## src/rtl/spj_pkg.sv

```systemverilog
// rtl/spj_pkg.sv - shared card field, row size and FSM definitions for the SPJ judge
package spj_pkg;

  localparam int CARD_W    = 6;
  localparam int SUIT_MSB  = 5;
  localparam int SUIT_LSB  = 4;
  localparam int RANK_MSB  = 3;
  localparam int RANK_LSB  = 0;
  localparam int SUIT_W    = SUIT_MSB - SUIT_LSB + 1;
  localparam int RANK_W    = RANK_MSB - RANK_LSB + 1;
  localparam int NUM_CODES = 1 << CARD_W;

  localparam int FRONT_N   = 3;
  localparam int MID_N     = 5;
  localparam int BACK_N    = 5;
  localparam int NUM_CARDS = FRONT_N + MID_N + BACK_N;
  localparam int MID_BASE  = FRONT_N;
  localparam int BACK_BASE = FRONT_N + MID_N;
  localparam int CNT_W     = 4;

  typedef logic [CARD_W-1:0] card_t;

  typedef enum logic [1:0] {
    IDLE = 2'd0,
    LOAD = 2'd1,
    HOLD = 2'd2
  } state_t;

  function automatic logic [RANK_W-1:0] card_rank(input card_t c);
    return c[RANK_MSB:RANK_LSB];
  endfunction

  function automatic logic [SUIT_W-1:0] card_suit(input card_t c);
    return c[SUIT_MSB:SUIT_LSB];
  endfunction

endpackage

```

## src/rtl/spj_seen_tracker.sv

```systemverilog
// rtl/spj_seen_tracker.sv - per-hand bitmap of card codes already accepted
module spj_seen_tracker
  import spj_pkg::*;
(
  input  logic  clk,
  input  logic  rst,
  input  logic  set,
  input  card_t code,
  input  logic  clear,
  output logic  hit
);

  logic [NUM_CODES-1:0] bits_q;
  logic [NUM_CODES-1:0] bits_d;

  // hit reflects the bitmap before this cycle's set lands
  always_comb begin
    bits_d = bits_q;
    hit    = bits_q[code];
    if (clear) begin
      bits_d = '0;
    end else if (set) begin
      bits_d[code] = 1'b1;
    end
  end

  always_ff @(posedge clk) begin
    if (rst) begin
      bits_q <= '0;
    end else begin
      bits_q <= bits_d;
    end
  end

endmodule

```

## src/rtl/spj_hand_loader.sv

```systemverilog
// rtl/spj_hand_loader.sv - serial card intake assembling a 13-card hand for the judge
module spj_hand_loader
  import spj_pkg::*;
(
  input  logic             clk,
  input  logic             rst,
  input  logic             in_valid,
  input  logic [5:0]       in_card,
  output logic             in_ready,
  output logic [5:0]       out_front1,
  output logic [5:0]       out_front2,
  output logic [5:0]       out_front3,
  output logic [5:0]       out_mid1,
  output logic [5:0]       out_mid2,
  output logic [5:0]       out_mid3,
  output logic [5:0]       out_mid4,
  output logic [5:0]       out_mid5,
  output logic [5:0]       out_back1,
  output logic [5:0]       out_back2,
  output logic [5:0]       out_back3,
  output logic [5:0]       out_back4,
  output logic [5:0]       out_back5,
  output logic             out_dup,
  output logic             out_valid,
  input  logic             out_ready,
  output logic [CNT_W-1:0] card_cnt
);

  state_t           state_q, state_d;
  logic [CNT_W-1:0] cnt_q, cnt_d;
  logic             in_ready_q, in_ready_d;
  logic             out_valid_q, out_valid_d;
  logic             dup_q, dup_d;
  card_t            rows_q [NUM_CARDS];
  card_t            rows_d [NUM_CARDS];
  logic [NUM_CARDS-1:0] slot_wen;

  logic accept;
  logic handoff;
  logic seen_hit;

  assign accept  = in_valid && in_ready_q;
  assign handoff = out_valid_q && out_ready;

  spj_seen_tracker u_seen (
    .clk   (clk),
    .rst   (rst),
    .set   (accept),
    .code  (in_card),
    .clear (handoff),
    .hit   (seen_hit)
  );

  // The running count doubles as the slot index of the next card
  always_comb begin
    for (int i = 0; i < NUM_CARDS; i++) begin
      slot_wen[i] = accept && (cnt_q == CNT_W'(i));
      rows_d[i]   = slot_wen[i] ? in_card : rows_q[i];
    end
  end

  always_comb begin
    state_d     = state_q;
    cnt_d       = cnt_q;
    in_ready_d  = in_ready_q;
    out_valid_d = out_valid_q;
    dup_d       = dup_q;
    unique case (state_q)
      IDLE, LOAD: begin
        if (accept) begin
          cnt_d = cnt_q + 1'b1;
          dup_d = dup_q | seen_hit;
          if (cnt_q == CNT_W'(NUM_CARDS - 1)) begin
            state_d     = HOLD;
            in_ready_d  = 1'b0;
            out_valid_d = 1'b1;
          end else begin
            state_d = LOAD;
          end
        end
      end
      HOLD: begin
        if (handoff) begin
          state_d     = IDLE;
          cnt_d       = '0;
          dup_d       = 1'b0;
          in_ready_d  = 1'b1;
          out_valid_d = 1'b0;
        end
      end
      default: begin
        state_d     = IDLE;
        cnt_d       = '0;
        dup_d       = 1'b0;
        in_ready_d  = 1'b1;
        out_valid_d = 1'b0;
      end
    endcase
  end

  always_ff @(posedge clk) begin
    if (rst) begin
      state_q     <= IDLE;
      cnt_q       <= '0;
      in_ready_q  <= 1'b1;
      out_valid_q <= 1'b0;
      dup_q       <= 1'b0;
      for (int i = 0; i < NUM_CARDS; i++) begin
        rows_q[i] <= '0;
      end
    end else begin
      state_q     <= state_d;
      cnt_q       <= cnt_d;
      in_ready_q  <= in_ready_d;
      out_valid_q <= out_valid_d;
      dup_q       <= dup_d;
      for (int i = 0; i < NUM_CARDS; i++) begin
        rows_q[i] <= rows_d[i];
      end
    end
  end

  assign in_ready   = in_ready_q;
  assign out_valid  = out_valid_q;
  assign out_dup    = dup_q;
  assign card_cnt   = cnt_q;

  assign out_front1 = rows_q[0];
  assign out_front2 = rows_q[1];
  assign out_front3 = rows_q[2];
  assign out_mid1   = rows_q[MID_BASE + 0];
  assign out_mid2   = rows_q[MID_BASE + 1];
  assign out_mid3   = rows_q[MID_BASE + 2];
  assign out_mid4   = rows_q[MID_BASE + 3];
  assign out_mid5   = rows_q[MID_BASE + 4];
  assign out_back1  = rows_q[BACK_BASE + 0];
  assign out_back2  = rows_q[BACK_BASE + 1];
  assign out_back3  = rows_q[BACK_BASE + 2];
  assign out_back4  = rows_q[BACK_BASE + 3];
  assign out_back5  = rows_q[BACK_BASE + 4];

endmodule
```

## config.mk

```make
export PLATFORM = sky130hd
export DESIGN_NAME = spj_hand_loader
export DESIGN_NICKNAME = d
export VERILOG_FILES = /design/src/rtl/spj_pkg.sv /design/src/rtl/spj_seen_tracker.sv /design/src/rtl/spj_hand_loader.sv
export SDC_FILE = /design/constraint.sdc
export NUM_CORES = 1
export LEC_CHECK = 0
export CAP_MARGIN = 10
export CORE_MARGIN = 5
export CORE_UTILIZATION = 45
export CTS_BUF_LIST = sky130_fd_sc_hd__clkbuf_16
export CTS_CLUSTER_SIZE = 30
export DETAILED_ROUTE_END_ITERATION = 12
export PLACE_DENSITY_LB_ADDON = 0.12
export SYNTH_ARGS = -nofsm -noshare
export SYNTH_HDL_FRONTEND = slang
export SYNTH_SLANG_ARGS = --single-unit
```

## constraint.sdc

```tcl
create_clock -name clk -period 1.9 [get_ports clk]
set_input_delay 0.285 -clock clk [delete_from_list [all_inputs] [get_ports clk]]
set_output_delay 0.285 -clock clk [all_outputs]
set_load 0.1 [all_outputs]
```

Word level (Yosys, flattened, before mapping). Memory sizes are Yosys's and may differ from the RTL's. Index checks and enable logic that the tools add are counted.

Bits in writable memories: 78. Latch bits: 0. Register bits: 73. ROM bits: 0. Logic and storage cells: 114. Memories: 1.

Equality and inequality tests: 17. Reductions and logical operators: 22. Order comparisons: 2. Multipliers: 0. Multiplexer cells: 50. Shift-type cells: 0. Bitwise gates (word level): 15. Div/mod/pow operators: 0. Add/subtract/negate cells: 1.

Memories: rows_q (words 13, bits a word 6, rd ports 13, clocked after Yosys merged registers in 0, wr ports 13, RTL line spj_hand_loader.sv:34) `card_t rows_q [NUM_CARDS];`.

Operator list (count): $mux W6 (26); $or A64 B64 Y64 (1); $eq A4 B4 Y1 const B (5); $eq A4 B3 Y1 const B (4); $logic_and A1 B1 Y1 (16); $or A1 B1 Y1 (14); $mux W1 (12); $eq A4 B2 Y1 const B (2); $mux W4 (2); $pmux W4 S2 (1); $lt A6 B7 Y1 const B (1); $bmux W1 S6 (1); $demux W1 S6 (1); $ge A6 B1 Y1 const B (1); $mux W2 (3); $ne A2 B2 Y1 const B (3); $pmux W1 S2 (3); $add A4 B1 Y4 const B (1); $eq A4 B1 Y1 const B (1); $logic_not A4 Y1 (1); $pmux W2 S2 (1); $reduce_or A2 Y1 (2); $reduce_and A3 Y1 (1); $eq A2 B1 Y1 const B (1); 3 further kinds (3).

Logic depth before layout (Yosys ltp). Gate-level depths: netlist of run 1.

Depth in word-level cells: 5. Mapped depth: 8.

By module. From an unflattened synthesis of run 1, not the netlist that was laid out.

Cell total of the unflattened synthesis: 648. Area total of the unflattened synthesis: 6039.5 um^2.

Modules (own cells, without submodules): spj_hand_loader (cells each 341, seq. area each 1741.7 um^2, area an instance 3326.9 um^2, instances 1); spj_seen_tracker (cells each 307, seq. area each 1281.2 um^2, area an instance 2712.6 um^2, instances 1).

Worst setup path before layout of run 1. No wires, ideal clock.

Path kind: register to register. Start: reg in_ready_q, in the netlist in_ready. End: mem rows_q[0][11] (netlist bit). Arrival: 2.190 ns. Data required time: 1.772 ns. Path slack: -0.418 ns. Stages on the path, launching flop included: 7. Setup time: 0.128 ns. Path buffers: 2. Cells stage by stage: dfxtp_1 -> and2_1 -> clkbuf_1 -> clkbuf_1 -> nand3_1 -> mux2i_1 -> nor2_1.

RTL lines: start: declaration (RTL line spj_hand_loader.sv:31) `logic in_ready_q, in_ready_d;`; start signal: assignment (RTL line spj_hand_loader.sv:114) `in_ready_q <= in_ready_d;`; end: declaration (RTL line spj_hand_loader.sv:34).

Worst setup path in the final report of run 1.
Start: reg u_seen.bits_q[10]. End: reg dup_q, in the netlist out_dup.

Longest elaborated chain between the ends: 5.

Ends and longest elaborated chain: start: declaration (RTL line spj_seen_tracker.sv:13) `logic [NUM_CODES-1:0] bits_q;`; start signal: assignment (RTL line spj_seen_tracker.sv:31) `bits_q <= bits_d;`; $bmux W1 S6 (RTL line spj_seen_tracker.sv:19) `hit = bits_q[code];`; $mux W1 (implied by the code) (RTL line spj_seen_tracker.sv:19); $or A1 B1 Y1 (RTL line spj_hand_loader.sv:72) `dup_d = dup_q | seen_hit;`; $mux W1 (RTL line spj_hand_loader.sv:70) `if (accept) begin`; $pmux W1 S2 (RTL line spj_hand_loader.sv:68) `unique case (state_q)`; end signal: assignment (RTL line spj_hand_loader.sv:116) `dup_q <= dup_d;`; end: declaration (RTL line spj_hand_loader.sv:33) `logic dup_q, dup_d;`.

No other way between the ends. The select of a mux whose other input is x is not followed. A chain may end at the register's enable or synchronous reset.

==> impl_metrics.tcl, run 1 <==
set metrics [dict create \
    synthTopCellsByCount "dfxtp_1, nor2_1, mux2i_1" \
    place_hpwl_mm 10.94 \
    place_congestion 0.8425 \
    cpPeakStageDelay_ps 510 \
    io_buffers 94 \
    wirelength_mm 16.12 \
    synth-edff-count 0 \
    grt_pass1_vias 4848 \
    period_needed_ps 1764 \
    syn_area_per_cell_um2 9.326 \
    synth_top_area_share_pct 50.49 \
    ys_top_cells_by_area "dfxtp_1, mux2i_1, nor2_1" \
    slew_viol_final 0 \
    core_area_um2 13140 \
    wl_per_cell_um 16.85 \
    drive_above_1_share_pct 26.89 \
    cts_setup_buffers 0 \
    synth_nets 656 \
    grt_max_degree 77 \
    r2r_start "u_seen.bits_q[10]" \
    synth_cells 642 \
    ctsResizeCount 1 \
    ys_seq_area_share_pct 50.49 \
    antenna_found_initial 0 \
    cp-start-kind "register" \
    layout.nets 782 \
    dieArea_um2 15710 \
    fill_cells 1172 \
    fin_setup_tns_ps 0 \
    ctsHoldBuffers 0 \
    worst_slack_ps 136.5 \
    tightest_slew_ps 790.2 \
    path_clk_slew_ps 60 \
    synthArstFlopShare_pct 0 \
    finalHoldViolations 0 \
    max_freq_ghz 0.5671 \
    endpoint_kind "register" \
    fin_crit_sh_pct 92.82 \
    drc_errors 0 \
    worst_ep_required_time_ps 2210 \
    synth_area_um2 5987 \
    crit_arrival_ps 2080 \
    maxSlewHeadroom_pct 46.92 \
    hp-class "input pin to register" \
    ir_drop_mv 0.6594 \
    synth-seq-cells 151 \
    path_cells "mux4_1 -> mux2_2 -> a22oi_2 -> nand3_1 -> a21oi_2 -> a21oi_1" \
    yosysTopAreaCell "dfxtp_1" \
    critPathLaunch "u_seen.bits_q[10]" \
    yosysWarnings 0 \
    p_leak_uw 0.003355 \
    die_w_um 125.3 \
    drv_cap 0 \
    crit_path_top_delay_cell "mux4_1" \
    setup_violations 0 \
    cp_max_fo 2 \
    synth_flop_cell "dfxtp_1" \
    grt_overflow 0 \
    hp-start "rst" \
    io_pins 95 \
    grt_first_pass_wirelength_mm 26.17 \
    drtPass1Iterations 5 \
    track_usage_pct 20.75 \
    cts_inserted_buffers 17 \
    fp-row-count 42 \
    path_class "register to register" \
    cp_num_buf_inv 0 \
    ctsLongestPathBuffers 2 \
    drtAntennaViolNets 0 \
    cts_sinks 151 \
    synth_cell_types 47 \
    num_vias 4964 \
    place_ws_ps -549.1 \
    clock_latency_ps 420 \
    critPathTopFamily "multiplexers" \
    holdWs_ps 208.8 \
    clock_skew_ps 4.770 \
    drtIter0Drc 347 \
    diodes 0 \
    cts_root_buf "clkbuf_16" \
    h-tree-depth 4 \
    rsz0062_at_grt "false" \
    cts_tree "done" \
    viasPerCell 5.187 \
    initial_core_util_pct 45.57 \
    status "finished clean" \
    p_per_area_nw_per_um2 929.1 \
    syn2layout_area_growth_pct 32.85 \
    die_h_um 125.3 \
]
-- worst paths after layout --
kind,endpoint,slack (ps),depth (start not counted)
min reg2reg,rows_q[0][73],460,2
min,rows_q[0][6],210,2
max reg2reg,out_dup,140,6
max,out_dup,140,6
-- final cells by class --
type / instances / area (µm²) / share of cell area (%)
multi-input combinational: 442 / 2728 / 34.29
clock buffer: 17 / 425.4 / 5.348
clock inverter: 15 / 201.4 / 2.533
timing repair buffer: 153 / 1335 / 16.78
sequential: 151 / 3033 / 38.13
tap: 176 / 220.2 / 2.769
inverter: 3 / 11.26 / 0.1416
-- report_power, final --
group | total [µW] | internal, µW | leakage (µW) | switching, µW
logic | 622 | 197 | 0.00183 | 425
registers | 3220 | 3200 | 0.00122 | 23.4
clock network | 3550 | 2200 | 0.000305 | 1340
-- kinds of logic after synthesis --
kind of cell	Yosys count	synth area share, %
mux	90	16.87
simple gates	244	17.87
buf+inv	49	4.075
flops	151	50.49
fa+ha+maj	4	0.8360
compound gates	104	9.865
-- stage by stage --
stage / cells / cell area, µm² / util, % / total power [µW]
after floorplan: 642 / 5997 / - / 3700
after global placement: 925 / 7323 / 55.74 / 3905
after detailed placement: 925 / 7323 / 55.74 / 3913
after CTS: 957 / 7949 / 60.50 / 7446
after global routing: 957 / 7954 / 60.54 / 7641
final: 957 / 7954 / 60.54 / 7390
-- cell usage in the layout, fill, tap and decap left out, types with 5 or more instances in the layout --
master | Yosys | layout
o21ai_0 | 6 | 6
nor2_1 | 151 | 151
nor3_1 | 6 | 6
a22oi_1 | 6 | 6
buf_4 | 3 | 130
nand2b_1 | 7 | 6
mux2i_1 | 78 | 78
nand2_1 | 37 | 37
clkdlybuf4s50_1 | 0 | 6
a21oi_1 | 75 | 75
dfxtp_2 | 0 | 5
buf_12 | 0 | 14
nand3_1 | 9 | 9
nor2_2 | 8 | 8
clkbuf_16 | 0 | 17
dfxtp_1 | 151 | 145
-- registers in the layout (all words and copies together) (netlist names) --
signal	cells
state_q	2
in_ready	1
rows_q	78
card_cnt	4
out_dup	1
out_valid	1
u_seen.bits_q	64
-- per-layer routing --
layer	share of wire (%)	track usage, %	routed length (µm)
met1	46	28.11	7445
met3	5.0	4.691	799
met5	0	0	0
met4	2.1	6.824	339
met2	47	33.00	7540
No activity file was read; power rests on OpenSTA's default activity.
==> inputs of run 2 (changes only) <==
--- a/config.mk
+++ b/config.mk
@@ -11,7 +11,9 @@
 export CTS_BUF_LIST = sky130_fd_sc_hd__clkbuf_16
 export CTS_CLUSTER_SIZE = 30
 export DETAILED_ROUTE_END_ITERATION = 12
+export GPL_ROUTABILITY_DRIVEN = 0
 export PLACE_DENSITY_LB_ADDON = 0.12
 export SYNTH_ARGS = -nofsm -noshare
 export SYNTH_HDL_FRONTEND = slang
+export SYNTH_HIERARCHICAL = 1
 export SYNTH_SLANG_ARGS = --single-unit
==> impl_metrics.tcl, run 2 <==
set metrics [dict create \
    antenna_found_initial 0 \
    worst_ep_required_time_ps 2210 \
    cts_setup_buffers 0 \
    largest_register_ffs 78 \
    cts_sinks 151 \
    fin_setup_tns_ps 0 \
    ctsLongestPathBuffers 2 \
    slew_viol_final 0 \
    drv_cap 0 \
    regMostFlops "rows_q" \
    yosysWarnings 6 \
    setup_violations 0 \
    synthTopCellsByCount "dfxtp_1, nor2_1, a21oi_1" \
    die_h_um 125.9 \
    maxSlewHeadroom_pct 63.93 \
    wirelength_mm 16.16 \
    syn2layout_area_growth_pct 30.35 \
    num_vias 5163 \
    track_usage_pct 20.63 \
    cts_inserted_buffers 17 \
    tightest_slew_ps 539.0 \
    holdWs_ps 218.4 \
    placedCellCount 935 \
    drtIter0Drc 357 \
    io_buffers 94 \
    grt_pass1_vias 5095 \
    drtPass1Iterations 5 \
    rsz0062_at_grt "false" \
    drtAntennaViolNets 0 \
    wl_per_cell_um 16.71 \
    fin_crit_sh_pct 94.15 \
    ctsHoldBuffers 0 \
    layout.nets 792 \
    synth_nets 662 \
    crit_arrival_ps 2100 \
    grt_max_degree 65 \
    place_hpwl_mm 11.64 \
    yosysTopAreaCell "dfxtp_1" \
    ys_top_cells_by_area "dfxtp_1, mux2i_1, nor2_1" \
    max_freq_ghz 0.5590 \
    mostFrequentLayoutCell "dfxtp_1" \
    synth_most_common_cell "dfxtp_1" \
    drc_errors 0 \
    synth-edff-count 0 \
    hp-class "input pin to register" \
    ir_drop_mv 0.5824 \
    path_clk_slew_ps 60 \
    cp-start-kind "input pin" \
    synth_cell_types 53 \
    synth_area_um2 6040 \
    finalNonFillerCells 967 \
    grt_overflow 0 \
    synth_flop_cell "dfxtp_1" \
    finalHoldViolations 0 \
    grt_first_pass_wirelength_mm 26.47 \
    synth_top_area_share_pct 50.05 \
    core_area_um2 13190 \
    cts_tree "done" \
    synthArstFlopShare_pct 0 \
    cp_max_fo 16 \
    clock_skew_ps 5.895 \
    dieArea_um2 15840 \
    ys_seq_area_share_pct 50.05 \
    synth_cells 648 \
    status "finished clean" \
    clock_latency_ps 420 \
    fp-row-count 42 \
    endpoint_kind "register" \
    p_per_area_nw_per_um2 914.7 \
    drive_above_1_share_pct 28.45 \
    layout_common_cells "dfxtp_1, buf_4, nor2_1" \
    die_w_um 125.9 \
    p_leak_uw 0.003125 \
    diodes 0 \
    cts_root_buf "clkbuf_16" \
    h-tree-depth 4 \
    path_class "input pin to register" \
    viasPerCell 5.339 \
    syn_area_per_cell_um2 9.320 \
    initial_core_util_pct 45.79 \
    synth-seq-cells 151 \
    io_pins 95 \
    period_needed_ps 1789 \
]
## run 2: area by class of cell
type	instances	area (µm²)
fill	1199	5318
multi-input combinational	446	2785
clock inverter	15	143.9
sequential	151	3030
tap	176	220.2
timing repair buffer	155	1241
inverter	7	26.28
clock buffer	17	425.4
## run 2: repair_timing
| item | CTS | global route |
|---|---|---|
| resized for setup | 0 | 3 |
| endpoints found under the hold margin | 0 | 0 |
| endpoints found under the setup margin | 0 | 3 |
## run 2: cell families (layout without fill, tap and decap cells)
logic type / count (synthesis) / count (layout) / synth area share (%)
adders and majority gates: 4 / 4 / 0.8287
xor gates and xnor gates: 3 / 3 / 0.4351
muxes: 77 / 77 / 13.82
AOI/OAI and AO/OA: 119 / 119 / 11.62
DFF: 151 / 151 / 50.05
buffers and inverters: 51 / 194 / 3.978
and+or+nand+nor: 243 / 243 / 19.27
## run 2: layer usage
layer	routed length, µm	GRT usage, %
met5	0	0
met4	296	7.886
met3	974	5.250
met2	7347	31.88
met1	7543	27.92
## run 2: power by group
part | internal (µW) | total, µW | switching (µW)
Clock | 1830 | 3230 | 1390
Combinational | 231 | 738 | 507
Sequential | 3210 | 3240 | 30.6
Total | 5270 | 7200 | 1930
## run 2: worst max-delay path, cell delays in order
cell	delay, ps
clkdlybuf4s50_1	520
buf_12	170
mux4_2	510
nor2_1	100
o21bai_1	100
o211ai_1	90
nand4_1	120
a21oi_1	140
nor2_1	50
## run 2: final timing paths
check / start / to / slack [ps] / cells after the start
worst max-delay path: in_card[0] / out_dup / 110 / 9
worst min-delay path: rst / rows_q[0][43] / 220 / 2
worst max register to register: in_ready / u_seen/bits_q[36] / 270 / 5
worst min register to register: rows_q[0][33] / rows_q[0][33] / 460 / 2
## run 2: per-stage QoR
stage | cell area, µm² | total power (µW) | utilization [%] | setup slack [ps]
finish | 7873 | 7201 | 59.69 | 111.1
global route | 7873 | 7441 | 59.69 | 2.555
CTS | 7861 | 7260 | 59.60 | 38.67
detailed placement | 7292 | 4042 | 55.28 | -382.3
global placement | 7292 | 4034 | 55.28 | -359.6
floorplan | 6047 | 3798 | - | 23.33
